==> config.mk <==
export PLATFORM = sky130hd
export DESIGN_NAME = multicycle_control_fsm
export DESIGN_NICKNAME = d
export VERILOG_FILES = /design/src/rtl/ctrl_pkg.sv /design/src/rtl/branch_resolve.sv /design/src/rtl/multicycle_control_fsm.sv
export SDC_FILE = /design/constraint.sdc
export NUM_CORES = 1
export LEC_CHECK = 0
export CAP_MARGIN = 25
export CORE_MARGIN = 8
export CORE_UTILIZATION = 30
export DETAILED_ROUTE_END_ITERATION = 8
export HOLD_SLACK_MARGIN = 0.03
export SYNTH_ARGS = -nofsm -noshare
export SYNTH_HDL_FRONTEND = slang
export SYNTH_SLANG_ARGS = --single-unit
==> constraint.sdc <==
create_clock -name clk -period 3.3 [get_ports clk]
set_input_delay 0.99 -clock clk [delete_from_list [all_inputs] [get_ports clk]]
set_output_delay 0.99 -clock clk [all_outputs]
set_load 0.1 [all_outputs]
==> src/rtl/ctrl_pkg.sv <==
// Shared encodings for the multicycle RV32I-subset control unit:
// FSM states, opcodes, ALU operation codes and branch funct3 values.
package ctrl_pkg;

  typedef enum logic [2:0] {
    S_FETCH   = 3'd0,
    S_DECODE  = 3'd1,
    S_EXEC    = 3'd2,
    S_MEM     = 3'd3,
    S_WB      = 3'd4,
    S_ILLEGAL = 3'd5
  } state_t;

  localparam logic [6:0] OP_R      = 7'b0110011;
  localparam logic [6:0] OP_I      = 7'b0010011;
  localparam logic [6:0] OP_LOAD   = 7'b0000011;
  localparam logic [6:0] OP_STORE  = 7'b0100011;
  localparam logic [6:0] OP_BRANCH = 7'b1100011;

  localparam logic [1:0] ALU_ADD   = 2'b00;
  localparam logic [1:0] ALU_SUB   = 2'b01;
  localparam logic [1:0] ALU_FUNCT = 2'b10;

  localparam logic [2:0] F3_BEQ = 3'b000;
  localparam logic [2:0] F3_BNE = 3'b001;

  function automatic logic is_known_op(input logic [6:0] op);
    return (op == OP_R) || (op == OP_I) || (op == OP_LOAD) ||
           (op == OP_STORE) || (op == OP_BRANCH);
  endfunction

endpackage

==> src/rtl/branch_resolve.sv <==
// Branch condition resolution: taken decision for beq/bne and a flag for
// funct3 values that are not a supported branch.
module branch_resolve
  import ctrl_pkg::*;
(
  input  logic [2:0] funct3,
  input  logic       zero,
  output logic       taken,
  output logic       bad_funct3
);

  always_comb begin
    taken      = 1'b0;
    bad_funct3 = 1'b0;
    case (funct3)
      F3_BEQ:  taken = zero;
      F3_BNE:  taken = ~zero;
      default: bad_funct3 = 1'b1;
    endcase
  end

endmodule

==> src/rtl/multicycle_control_fsm.sv <==
// Multicycle control FSM: sequences FETCH/DECODE/EXEC/MEM/WB, drives the
// datapath control lines, flags illegal instructions and counts retirements.
//
// state   | meaning
// FETCH   | read instruction, wait for mem_ready, load IR and PC+4
// DECODE  | latch opcode/funct3, check legality
// EXEC    | ALU operation; branches resolve and retire here
// MEM     | load/store access, stretched by mem_ready
// WB      | register file write, retire
// ILLEGAL | illegal instruction seen, held until reset
module multicycle_control_fsm
  import ctrl_pkg::*;
#(
  parameter int COUNT_WIDTH = 32,
  parameter int ST_W        = 3
) (
  input  logic                   clk,
  input  logic                   reset,
  input  logic [6:0]             opcode,
  input  logic [2:0]             funct3,
  input  logic                   zero,
  input  logic                   mem_ready,
  output logic                   pc_write,
  output logic                   pc_src,
  output logic                   ir_write,
  output logic                   mem_read,
  output logic                   mem_write,
  output logic                   reg_write,
  output logic                   alu_src,
  output logic [1:0]             alu_op,
  output logic                   mem_to_reg,
  output logic                   illegal,
  output logic [ST_W-1:0]        state,
  output logic [COUNT_WIDTH-1:0] retired_count
);

  state_t                 r_state;
  state_t                 w_next;
  logic [6:0]             r_opcode;
  logic [2:0]             r_funct3;
  logic [COUNT_WIDTH-1:0] r_retired_count;

  logic       w_retire;
  logic [2:0] w_br_funct3;
  logic       w_br_taken;
  logic       w_br_bad;

  // One resolver serves both phases: live funct3 for the DECODE legality
  // check, the latched copy once the instruction register may have moved on.
  assign w_br_funct3 = (r_state == S_DECODE) ? funct3 : r_funct3;

  branch_resolve u_branch_resolve (
    .funct3     (w_br_funct3),
    .zero       (zero),
    .taken      (w_br_taken),
    .bad_funct3 (w_br_bad)
  );

  always_ff @(posedge clk) begin
    if (reset) begin
      r_state         <= S_FETCH;
      r_opcode        <= 7'd0;
      r_funct3        <= 3'd0;
      r_retired_count <= '0;
    end else begin
      r_state <= w_next;
      if (r_state == S_DECODE) begin
        r_opcode <= opcode;
        r_funct3 <= funct3;
      end
      if (w_retire) begin
        r_retired_count <= r_retired_count + COUNT_WIDTH'(1);
      end
    end
  end

  always_comb begin
    w_next     = r_state;
    w_retire   = 1'b0;
    pc_write   = 1'b0;
    pc_src     = 1'b0;
    ir_write   = 1'b0;
    mem_read   = 1'b0;
    mem_write  = 1'b0;
    reg_write  = 1'b0;
    alu_src    = 1'b0;
    alu_op     = ALU_ADD;
    mem_to_reg = 1'b0;
    illegal    = 1'b0;

    case (r_state)
      S_FETCH: begin
        mem_read = 1'b1;
        if (mem_ready) begin
          ir_write = 1'b1;
          pc_write = 1'b1;
          w_next   = S_DECODE;
        end
      end

      S_DECODE: begin
        if (!is_known_op(opcode) || ((opcode == OP_BRANCH) && w_br_bad)) begin
          w_next = S_ILLEGAL;
        end else begin
          w_next = S_EXEC;
        end
      end

      S_EXEC: begin
        case (r_opcode)
          OP_R: begin
            alu_op = ALU_FUNCT;
            w_next = S_WB;
          end
          OP_I: begin
            alu_op  = ALU_FUNCT;
            alu_src = 1'b1;
            w_next  = S_WB;
          end
          OP_LOAD, OP_STORE: begin
            alu_op  = ALU_ADD;
            alu_src = 1'b1;
            w_next  = S_MEM;
          end
          OP_BRANCH: begin
            alu_op   = ALU_SUB;
            pc_write = w_br_taken;
            pc_src   = w_br_taken;
            w_retire = 1'b1;
            w_next   = S_FETCH;
          end
          default: w_next = S_FETCH;
        endcase
      end

      S_MEM: begin
        case (r_opcode)
          OP_LOAD: begin
            mem_read = 1'b1;
            if (mem_ready) w_next = S_WB;
          end
          OP_STORE: begin
            mem_write = 1'b1;
            if (mem_ready) begin
              w_retire = 1'b1;
              w_next   = S_FETCH;
            end
          end
          default: w_next = S_FETCH;
        endcase
      end

      S_WB: begin
        reg_write  = 1'b1;
        mem_to_reg = (r_opcode == OP_LOAD);
        w_retire   = 1'b1;
        w_next     = S_FETCH;
      end

      S_ILLEGAL: begin
        illegal = 1'b1;
      end

      default: w_next = S_FETCH;
    endcase
  end

  assign state         = ST_W'(r_state);
  assign retired_count = r_retired_count;

endmodule

# Word-level counts from Yosys, hierarchy flattened

Cells that the tools add are included.

Eq/ne operators: 19
Bitwise operators: 2
Add/subtract/negate cells: 1
Mux-type cells: 29
Reduce and logical (&&, ||, !) cells: 14

Operators with widths:

| operator                | count |
|---|---|
| $add A32 B1 Y32 const B | 1 |
| $eq A7 B6 Y1 const B    | 4 |
| $mux W1                 | 15 |
| $mux W3                 | 5 |
| $pmux W3 S5             | 1 |
| $eq A7 B2 Y1 const B    | 2 |
| $eq A7 B5 Y1 const B    | 2 |
| $eq A7 B7 Y1 const B    | 2 |
| $pmux W3 S2             | 2 |
| $eq A3 B1 Y1 const B    | 2 |
| $eq A3 B2 Y1 const B    | 2 |
| $eq A3 B3 Y1 const B    | 2 |
| $logic_not A3 Y1        | 2 |
| $ne A3 B3 Y1 const B    | 2 |
| $pmux W1 S2             | 3 |
| $reduce_or A2 Y1        | 3 |
| $logic_or A1 B1 Y1      | 5 |
| $pmux W2 S2             | 1 |
| $reduce_and A4 Y1       | 1 |
| $pmux W1 S3             | 1 |
| $reduce_or A3 Y1        | 1 |
| $mux W2                 | 1 |
| $ne A2 B2 Y1 const B    | 1 |
| $not A1 Y1              | 2 |
| other kinds (2)         | 2 |

Word-level logic and storage cells: 69
Output and inout bits: 46
Register bits after elaboration: 45
Input port bits: 14

# Longest topological paths before layout

Word-level depth: 9
Gate-level depth with buffers: 8
Mapped depth without buffers: 5

# Modules after synthesis

A second synthesis with hierarchy kept.

Cells, all modules: 267
Area, all modules: 2294.7 um^2

Modules (own cells, without submodules):

| module                 | sequential area each (um^2) | area each (um^2) | cells each | times used |
|---|---|---|---|---|
| multicycle_control_fsm | 900.9                       | 2273.4           | 264        | 1 |
| branch_resolve         | 0.0                         | 21.3             | 3          | 1 |

# Least setup slack after synthesis

Ideal clock, no wire load.

Path kind: register to output
Start point: register r_state[2] (netlist: state[2])
End point: output port pc_write
Data required time: 2.310 ns
Buffers on the path: 1
Slack: -2.693 ns
Stages on the path, launching flop included: 4
Data arrival time: 5.003 ns
Path through: dfxtp_1 clkbuf_1 nor4b_1 or2_2

Cells in the longest elaborated chain, start to end: 6
Elaborated cells on any way between the ends: 9
Classes of those cells: eq/ne: 3; mux: 4; reduce/logical: 2

RTL lines:

| element                                          | line                          | source |
|---|---|---|
| from (decl)                                      | multicycle_control_fsm.sv:37  | `state_t r_state;` |
| from (signal assigned)                           | multicycle_control_fsm.sv:66  | `r_state <= w_next;` |
| $eq A3 B1 Y1                                     | multicycle_control_fsm.sv:50  | `assign w_br_funct3 = (r_state == S_DECODE) ? funct3 : r_funct3;` |
| $mux W3                                          | -                             |  |
| $eq A3 B1 Y1 or $logic_not A3 Y1 (tied branches) | branch_resolve.sv:15          | `case (funct3)` |
| $pmux W1 S2                                      | branch_resolve.sv:15          |  |
| $mux W1                                          | multicycle_control_fsm.sv:110 | `case (r_opcode)` |
| $pmux W1 S2 *                                    | multicycle_control_fsm.sv:91  | `case (r_state)` |
| to (decl)                                        | multicycle_control_fsm.sv:23  | `output logic pc_write,` |

Every way passes the cells marked *; elsewhere a longest branch is shown, timed or not.

# Final worst setup path

Start point: input port funct3[1]
End point: output port pc_write

Cells in the longest elaborated chain, start to end: 5
Elaborated cells on any way between the ends: 6
Classes of those cells: eq/ne: 1; mux: 4; reduce/logical: 1

RTL lines:

| element                                          | line                          | source |
|---|---|---|
| from (decl)                                      | multicycle_control_fsm.sv:20  | `input logic [2:0] funct3,` |
| $mux W3 *                                        | -                             |  |
| $eq A3 B1 Y1 or $logic_not A3 Y1 (tied branches) | branch_resolve.sv:15          |  |
| $pmux W1 S2 *                                    | branch_resolve.sv:15          |  |
| $mux W1 *                                        | multicycle_control_fsm.sv:110 |  |
| $pmux W1 S2 *                                    | multicycle_control_fsm.sv:91  |  |

Marks and branches as above.

==> summary.txt <==
Floorplan
  – Total core area: between 7000 and 8000 sq um
  – DIE HEIGHT: 104 um
  – Die Area: 10900 sq um
  – FP Rows: 32
  – Io pins: 60
  – Die Span X: 104 um
  – Initial Util: 30.7%

Setup path
  – Worst Path Required: 2.31 ns
  – Crit path capture type: output port
  – Worst path slowest cell: clkdlybuf4s50_1
  – Critical-path cell list: clkdlybuf4s50_1 -> nor2_2 -> nand2_1 -> o31ai_1 -> and3_4 -> or2_4 -> buf_12
  – Max incr delay on CP: 0.49 ns
  – Crit start category: input pin
  – Arrival @ worst endpoint: 2.23 ns
  – Setup CP Type: input pin to output port
  – Launch point of the worst path: funct3[1]
  – Crit Path Max Fanout: 2
  – RR Startpoint: r_opcode[5]$_SDFFE_PP0P_

Pwr
  – Sequential Power Share: between 50% and 60%
  – Power Dens Cells: 338 nW/um^2
  – Combinational Power Share: 17.9%
  – Switching power: 0.000328 W
  – Clk pwr share: a little under a third
  – Worst vdd ir: 0.000150 V
  – Static Leak: 1.18 nW
  – Power Internal: about 0.00078 W
  – Switching share of power: 29.6%

GRT
  – Initial antenna violation count: 0
  – Largest net degree at the start of global routing: 22
  – First-pass GRT wire length: 11400 um
  – Number of global-route vias before repair: 2358
  – Total GRT Usage: 12.4%
  – Grt total ovfl: 0

STA
  – Unrepaired setup endpoints after global routing: no
  – Final Critical Period: 3.22 ns
  – # setup viols final: 0
  – Final Skew: 0.0108 ns
  – Final Max Slew Viols: 0
  – Slew HR: 50.8%
  – Slew @ Worst Pin: 0.738 ns
  – Max Fclk: 311 MHz
  – Worst Slack Setup Final: around 0.084 ns
  – Fin crit share: 97.5%
  – Final hold violations: 0

Synthesis
  – Register area share after synthesis: 38.4%
  – Ys Warns: 0
  – Post-Syn Area per Cell: 8.18 sq um
  – Asr flop ratio synth: 0%
  – Yosys cell types: 49
  – Post-synth top flop: dfxtp_1
  – Syn_nets: 302
  – Syn Inst Count: 287
  – EDFF count, synth: 0
  – Count of state elements after synthesis: between 40 and 50
  – Mapped Area: about 2300 sq um

Clock network
  – H-tree depth: 2
  – CTS root buf: clkbuf_8
  – Clk slew on worst S/H paths: 0.07 ns
  – Clk sink count: 45
  – Max clock buf depth: 2
  – Skew-Pair Late Insertion Delay: 0.30 ns
  – CTS Buf Count: 5
  – CTS tree: yes

Run
  – Total of max-cap violations: 0

Routing
  – Detailed Route WL: 6710 um
  – Via density: 5.22
  – Routed WL per cell: roughly 15 um
  – Final ANT Viol Nets: 0
  – DRC violations left: 0
  – Initial drt markers: 89
  – Via Count: between 2000 and 2500
  – Initial DRT Pass Iterations: 4

Finish
  – Layout cells sized above 1: 26.2%
  – Final std cells w/o fill: 453
  – # fillers: 799
  – Antenna fix cells: 0
  – # nets final: 365
  – Area grow syn2layout: 39.6%

Placement
  – Dpl ws: 0.0379 ns
  – IO Port Bufs: 59
  – Routability congestion estimate: 0.823
  – Inst Count DP: 445
  – Post-DP HPWL: 5070 um

Worst hold path
  – Hold Crit Class: register to register
  – Hold_sp: r_funct3[2]$_SDFF_PP0_

Run status
  – Outcome: complete, no violations
[logic make-up (layout without fill, tap and decap cells)]
kind of cell | after synthesis | count (layout) | share of synthesized area [%]
buffers and inverters | 25 | 89 | 4.53
multiplexers | 1 | 1 | 0.426
XOR/XNOR | 12 | 12 | 4.48
AND/OR/NAND/NOR | 125 | 125 | 30.0
adder cells (fa/ha/maj) | 1 | 1 | 0.533
flip-flops | 45 | 45 | 38.4
AO/OA/AOI/OAI | 78 | 78 | 21.6
[state kept, by name, summed over array words and instances (netlist names)]
name,cells
r_opcode,7
r_funct3,3
state,3
retired_count,32
[worst paths after layout]
check / to / slack [ns] / cells after the start
setup / recovery: pc_write / 0.08 / 7
hold / removal: r_funct3[2]$_SDFF_PP0_ / 0.47 / 2
hold reg to reg: r_funct3[2]$_SDFF_PP0_ / 0.47 / 2
setup reg to reg: retired_count[27]$_SDFFE_PP0P_ / 0.65 / 5
[per-layer routing]
metal	track usage (%)	wire, um	vias up
li1	-	-	1184
met1	15.1	3000	1107
met2	19.3	3110	58
met4	5.38	147	0
met3	4.21	460	14
met5	0	0	-
[through the flow]
| stage | util (%) | total power [W] | instance area [sq um] | hold WS [ns] | TNS, ns |
|---|---|---|---|---|---|
| global route | 42.9 | 0.00116 | 3280 | 0.480 | 0 |
| floorplan | - | 0.000715 | 2450 | 0.436 | -0.207 |
| global placement | 41.6 | 0.000785 | 3180 | 0.451 | 0 |
| CTS | 42.7 | 0.00112 | 3270 | 0.468 | 0 |
| detailed placement | 41.6 | 0.000785 | 3180 | 0.457 | 0 |
| finish | 42.9 | 0.00111 | 3280 | 0.467 | 0 |
[cell usage after synthesis (3+ instances only)]
cell / n / share of area, %
nand3_1: 9 / 1.9
o211ai_1: 8 / 2.6
xor2_1: 10 / 3.7
o31ai_1: 11 / 3.5
buf_2: 4 / 0.85
or3_1: 8 / 2.1
nand4_1: 4 / 1.1
and3_1: 4 / 1.1
nand2_1: 35 / 5.6
dfxtp_1: 45 / 38
clkbuf_1: 8 / 1.3
nor4_1: 5 / 1.3
nor3_1: 3 / 0.64
o21ai_0: 11 / 2.3
or2_2: 3 / 0.80
or4_1: 12 / 3.8
nor2_1: 25 / 4.0
inv_1: 12 / 1.9
a21oi_1: 30 / 6.4
[critical path: cells and delay by family]
kind,cells,cell delay [ns]
AO/OA/AOI/OAI,1,0.06
AND/OR/NAND/NOR,4,0.51
buffers and inverters,2,0.65
[power by group through the flow]
stage               Clock, W  Combinational (W)  Sequential [W]
CTS                 0.000349           0.000198        0.000575
detailed placement         0           0.000198        0.000587
global placement           0           0.000197        0.000588
finish              0.000333           0.000198        0.000575
floorplan                  0           0.000115        0.000599
global route        0.000374           0.000209        0.000578
[layout by cell type (no fill, tap or decap), types with 5 or more instances in the layout]
master and instances:
a21oi_1 30, buf_12 9, buf_4 47, clkbuf_8 5, clkdlybuf4s50_1 11, dfxtp_1 42, inv_1 12, nand2_1 35
nand3_1 9, nor2_1 22, o211ai_1 8, o21ai_0 11, o31ai_1 11, or3_1 7, or4_1 12, xor2_1 10
[final cells by class]
| class | instances | area [sq um] | area share [%] |
|---|---|---|---|
| clock buffers | 7 | 76.3 | 2.33 |
| clock inverters | 1 | 6.26 | 0.191 |
| inverters | 12 | 45.0 | 1.37 |
| multi-input cells | 217 | 1440 | 44.0 |
| flip-flops and latches | 45 | 912 | 27.8 |
| well taps | 102 | 128 | 3.89 |
| repair buffers | 69 | 668 | 20.4 |
[what timing repair did]
action / in CTS / in global routing
buffers inserted: 0 / 0
gates resized for setup: 0 / 4
setup endpoints to repair: 0 / 1
hold buffers: 0 / 0
(Power assumes the default switching activity.)
